===== config.mk =====
export PLATFORM = sky130hd
export DESIGN_NAME = mem_access_unit
export DESIGN_NICKNAME = d
export VERILOG_FILES = /design/src/rtl/mem_access_unit.sv
export SDC_FILE = /design/constraint.sdc
export NUM_CORES = 1
export LEC_CHECK = 0
export ABC_CLOCK_PERIOD_IN_PS = 2500
export CAP_MARGIN = 20
export CORE_UTILIZATION = 27
export CTS_BUF_LIST = sky130_fd_sc_hd__clkbuf_4 sky130_fd_sc_hd__clkbuf_8
export DETAILED_ROUTE_END_ITERATION = 7
export GPL_ROUTABILITY_DRIVEN = 0
export SETUP_SLACK_MARGIN = 0.2
export SLEW_MARGIN = 0
export SYNTH_ARGS = -nofsm -noshare
export SYNTH_HDL_FRONTEND = slang
export SYNTH_SLANG_ARGS = --single-unit

===== constraint.sdc =====
create_clock -name clk -period 2.5 [get_ports clk]
set_clock_uncertainty 0.15 [all_clocks]
set_input_delay 0.5 -clock clk [delete_from_list [all_inputs] [get_ports clk]]
set_output_delay 0.5 -clock clk [all_outputs]
set_load 0.1 [all_outputs]

===== src/rtl/mem_access_unit.sv =====
// Memory-side stage of the multicycle datapath: selects PC or ALUOut, runs a single
// req/ack bus transaction and latches fetched words into IR or MDR.
module mem_access_unit #(
    parameter int AW      = 32,
    parameter int DW      = 32,
    parameter int TIMEOUT = 255
) (
    input  logic          clk,
    input  logic          rst_n,
    input  logic          iord_i,
    input  logic          mem_write_i,
    input  logic          ir_write_i,
    input  logic          mem_read_i,
    input  logic [AW-1:0] pc_i,
    input  logic [AW-1:0] alu_out_i,
    input  logic [DW-1:0] wdata_i,
    output logic          bus_req_o,
    output logic          bus_we_o,
    output logic [AW-1:0] bus_addr_o,
    output logic [DW-1:0] bus_wdata_o,
    input  logic          bus_ack_i,
    input  logic [DW-1:0] bus_rdata_i,
    output logic [DW-1:0] ir_o,
    output logic [DW-1:0] mdr_o,
    output logic          stall_o,
    output logic          done_o,
    output logic          err_o
);
    localparam int CW = $clog2(TIMEOUT + 1);

    typedef enum logic [1:0] {IDLE, REQ, RESP, DONE} state_t;
    typedef enum logic [1:0] {K_WRITE, K_FETCH, K_LOAD} kind_t;

    state_t        state_q;
    kind_t         kind_q;
    kind_t         req_kind;
    logic [CW-1:0] cnt_q;
    logic [AW-1:0] addr_q;
    logic [DW-1:0] wdata_q;
    logic [DW-1:0] rdata_q;
    logic [DW-1:0] ir_q;
    logic [DW-1:0] mdr_q;
    logic          req_q;
    logic          we_q;
    logic          stall_q;
    logic          done_q;
    logic          err_q;
    logic          request;
    logic [AW-1:0] sel_addr;

    assign request  = mem_write_i | ir_write_i | mem_read_i;
    assign sel_addr = iord_i ? alu_out_i : pc_i;

    // Store wins over fetch, fetch wins over load.
    always_comb begin
        req_kind = K_LOAD;
        if (mem_write_i)
            req_kind = K_WRITE;
        else if (ir_write_i)
            req_kind = K_FETCH;
    end

    always_ff @(posedge clk or negedge rst_n) begin
        if (!rst_n) begin
            state_q <= IDLE;
            kind_q  <= K_LOAD;
            cnt_q   <= '0;
            addr_q  <= '0;
            wdata_q <= '0;
            rdata_q <= '0;
            ir_q    <= '0;
            mdr_q   <= '0;
            req_q   <= 1'b0;
            we_q    <= 1'b0;
            stall_q <= 1'b0;
            done_q  <= 1'b0;
            err_q   <= 1'b0;
        end else begin
            done_q <= 1'b0;
            case (state_q)
                IDLE: begin
                    if (request) begin
                        if (sel_addr[1:0] != 2'b00) begin
                            err_q <= 1'b1;
                        end else begin
                            addr_q  <= sel_addr;
                            wdata_q <= wdata_i;
                            kind_q  <= req_kind;
                            req_q   <= 1'b1;
                            we_q    <= (req_kind == K_WRITE);
                            stall_q <= 1'b1;
                            cnt_q   <= '0;
                            state_q <= REQ;
                        end
                    end
                end
                REQ: begin
                    if (bus_ack_i) begin
                        rdata_q <= bus_rdata_i;
                        req_q   <= 1'b0;
                        we_q    <= 1'b0;
                        state_q <= RESP;
                    end else if (cnt_q == CW'(TIMEOUT - 1)) begin
                        // Abort: the memory never answered within TIMEOUT REQ cycles.
                        req_q   <= 1'b0;
                        we_q    <= 1'b0;
                        err_q   <= 1'b1;
                        stall_q <= 1'b0;
                        state_q <= IDLE;
                    end else begin
                        cnt_q <= cnt_q + CW'(1);
                    end
                end
                RESP: begin
                    if (kind_q == K_FETCH)
                        ir_q <= rdata_q;
                    else if (kind_q == K_LOAD)
                        mdr_q <= rdata_q;
                    stall_q <= 1'b0;
                    done_q  <= 1'b1;
                    state_q <= DONE;
                end
                DONE:    state_q <= IDLE;
                default: state_q <= IDLE;
            endcase
        end
    end

    assign bus_req_o   = req_q;
    assign bus_we_o    = we_q;
    assign bus_addr_o  = addr_q;
    assign bus_wdata_o = wdata_q;
    assign ir_o        = ir_q;
    assign mdr_o       = mdr_q;
    assign stall_o     = stall_q;
    assign done_o      = done_q;
    assign err_o       = err_q;
endmodule

==> metrics <==
Iter 0 DRT Violations=240; count of state elements after synthesis=177; RSZ-0062 raised after global routing=false; reg-to-reg slack, setup=0.38 ns; count leader, synth=dfrtp_1; nets=955; Total Routing Usage GR=13.9%; ys flop type=dfrtp_1; chip width=166 um; Post-CTS Setup Bufs=0; first-pass GRT wire length=29,800 um; count of cell types in the netlist=43; top post-synthesis cells by area=dfrtp_1 61%, mux2_2 17%, mux2i_1 4.5%, mux2_1 2.9%, o21ai_0 2.5%; DP HPWL=13,800 um; Reg2Reg Depth=5; clock sink count=177; Startpoint Class=flip-flop; setup TNS=0 ns; H-Tree Depth=4; Post-synth EDFFs=0; Num CTS Buffers=17; root buf cell=clkbuf_8; number of port buffers=267; die footprint=27,600 um2; crit path max fanout=12; via count=5,144; failing checks=design-rule violations; wire per inst=15.9 um; final setup fails=0; Initial Util=27.7%; drt total wl=18,400 um; core region area=26,300 um2; Clk Latency, worst-skew pair=0.45 ns; CTS tree=yes; Fmax=0.472 GHz; Pre-Repair DR Iteration Count=6; hold_buf cts=1; Max-slew headroom=59.1%; Post-CTS Resized=0; antenna cells=0; DR vias/cell=4.43; critical path endpoint=rdata_q[19]$_DFFE_PN0P_; synthesized area per cell=13.8 um2; Row Count=59; IO Count=268; Final Cycle Share=84.7%; drc violations=13; share of cells above drive strength 1=37.8%; R2R Path End=rdata_q[19]$_DFFE_PN0P_; initial antenna violation count=1; Yosys Warn Count=0; status=finished, violations left; Slew Viols, Final=0; final hold violation count=0; Synth top area share=60.5%; register area share after synthesis=60.9%; Worst Setup Path Type=flip-flop to flip-flop; syn_nets=669; crit path DAT=2.30 ns; leading area contributor after synthesis=dfrtp_1; largest net degree at the start of global routing=60; Hold WC Path Type=flip-flop to flip-flop; Max-Cap Viols=0; Tmin final=2.12 ns; top post-synthesis cells by count=176 x dfrtp_1, 110 x mux2_2, 36 x o21ai_0; Req. time, crit path=2.68 ns; Routed Antenna Nets=0; clock transition at the registers of the reported paths=0.10 ns; Syn Inst Count=527; Post-Synthesis Cell Area=7280 um2; die height=166 um; crit path capture type=flip-flop; GR Overflow Total=0; worst slew pin tran=0.614 ns; Post-synth ARST share=100%; P&R area growth vs syn=46.2%; number of global-route vias before repair=5,281; Max clock buf depth=2
==> cell type report <==
| type | count | area (um2) |
|---|---|---|
| Inverter | 15 | 56.3 |
| Multi-Input combinational cell | 307 | 2680 |
| Tap cell | 335 | 419 |
| Fill cell | 2566 | 15600 |
| Clock buffer | 19 | 249 |
| Sequential cell | 177 | 4430 |
| Clock inverter | 12 | 170 |
| Timing Repair Buffer | 295 | 2640 |
==> sequential cells by signal, indices dropped and copies added, names as in the netlist, named ones only <==
signal       cells
bus_addr_o      32
bus_wdata_o     32
ir_o            32
mdr_o           32
rdata_q         32
cnt_q            8
kind_q           2
bus_req_o        1
bus_we_o         1
done_o           1
err_o            1
stall_o          1
state_q          1
==> kinds of logic (layout without fill, tap and decap cells) <==
group | after synthesis | count (layout) | share of synthesized area (%)
flip-flops | 177 | 177 | 60.9
multiplexers | 162 | 162 | 24.5
AND/OR/NAND/NOR | 72 | 72 | 5.18
AO/OA/AOI/OAI | 66 | 66 | 5.67
buffers and inverters | 43 | 341 | 2.56
adder cells (fa/ha/maj) | 7 | 7 | 1.20
==> worst max-delay path: stages (launching register included) <==
cell	delay (ns)
dfrtp_1	0.42
inv_1	0.13
ha_1	0.38
and2_2	0.30
buf_4	0.25
mux2_2	0.36
==> through the flow <==
step | util [%] | area [um2] | hold WS (ns) | worst slack [ns] | instances
after floorplan | - | 7280 | 0.0544 | 0.441 | 527
after global placement | 38.8 | 10200 | 0.313 | 0.0695 | 1128
after detailed placement | 38.8 | 10200 | 0.322 | 0.0298 | 1128
after CTS | 40.5 | 10600 | 0.348 | 0.351 | 1160
after global routing | 40.5 | 10600 | 0.358 | 0.223 | 1160
final | 40.5 | 10600 | 0.339 | 0.382 | 1160
==> worst min path at each step <==
stage                                          start                    endpoint  slack, ns  cells past startpoint
final                      bus_addr_o[4]$_DFFE_PN0P_   bus_addr_o[4]$_DFFE_PN0P_       0.34                      2
after global routing               err_o$_DFFE_PN0P_           err_o$_DFFE_PN0P_       0.36                      1
after CTS                  bus_addr_o[4]$_DFFE_PN0P_   bus_addr_o[4]$_DFFE_PN0P_       0.35                      2
after detailed placement           err_o$_DFFE_PN0P_           err_o$_DFFE_PN0P_       0.32                      1
after global placement    bus_addr_o[24]$_DFFE_PN0P_  bus_addr_o[24]$_DFFE_PN0P_       0.31                      2
after floorplan                                rst_n  asynchronous set/reset pin       0.05                      0
==> metal layers <==
layer,global-route usage (%),vias to the layer above,wire length (um)
met5,0,-,13
met4,3.49,2,146
met3,4.34,11,1290
met2,22.9,187,8950
met1,17.6,2504,8000
li1,-,2440,-
==> placed cells by master, fill, tap and decap left out, types with 5 or more instances in the layout <==
master and instances:
mux2i_1 33, dfrtp_1 176, clkdlybuf4s50_1 132, inv_1 15, buf_12 7, nand3_1 7, nor4_1 5, nand2_1 35
o211ai_1 9, mux2_2 110, clkbuf_8 17, ha_1 7, o21ai_0 36, buf_4 153, a21oi_1 5, mux2_1 19
Power is not shown: default switching activity piles up to over one toggle a cycle in this logic, so the estimate is an artifact.
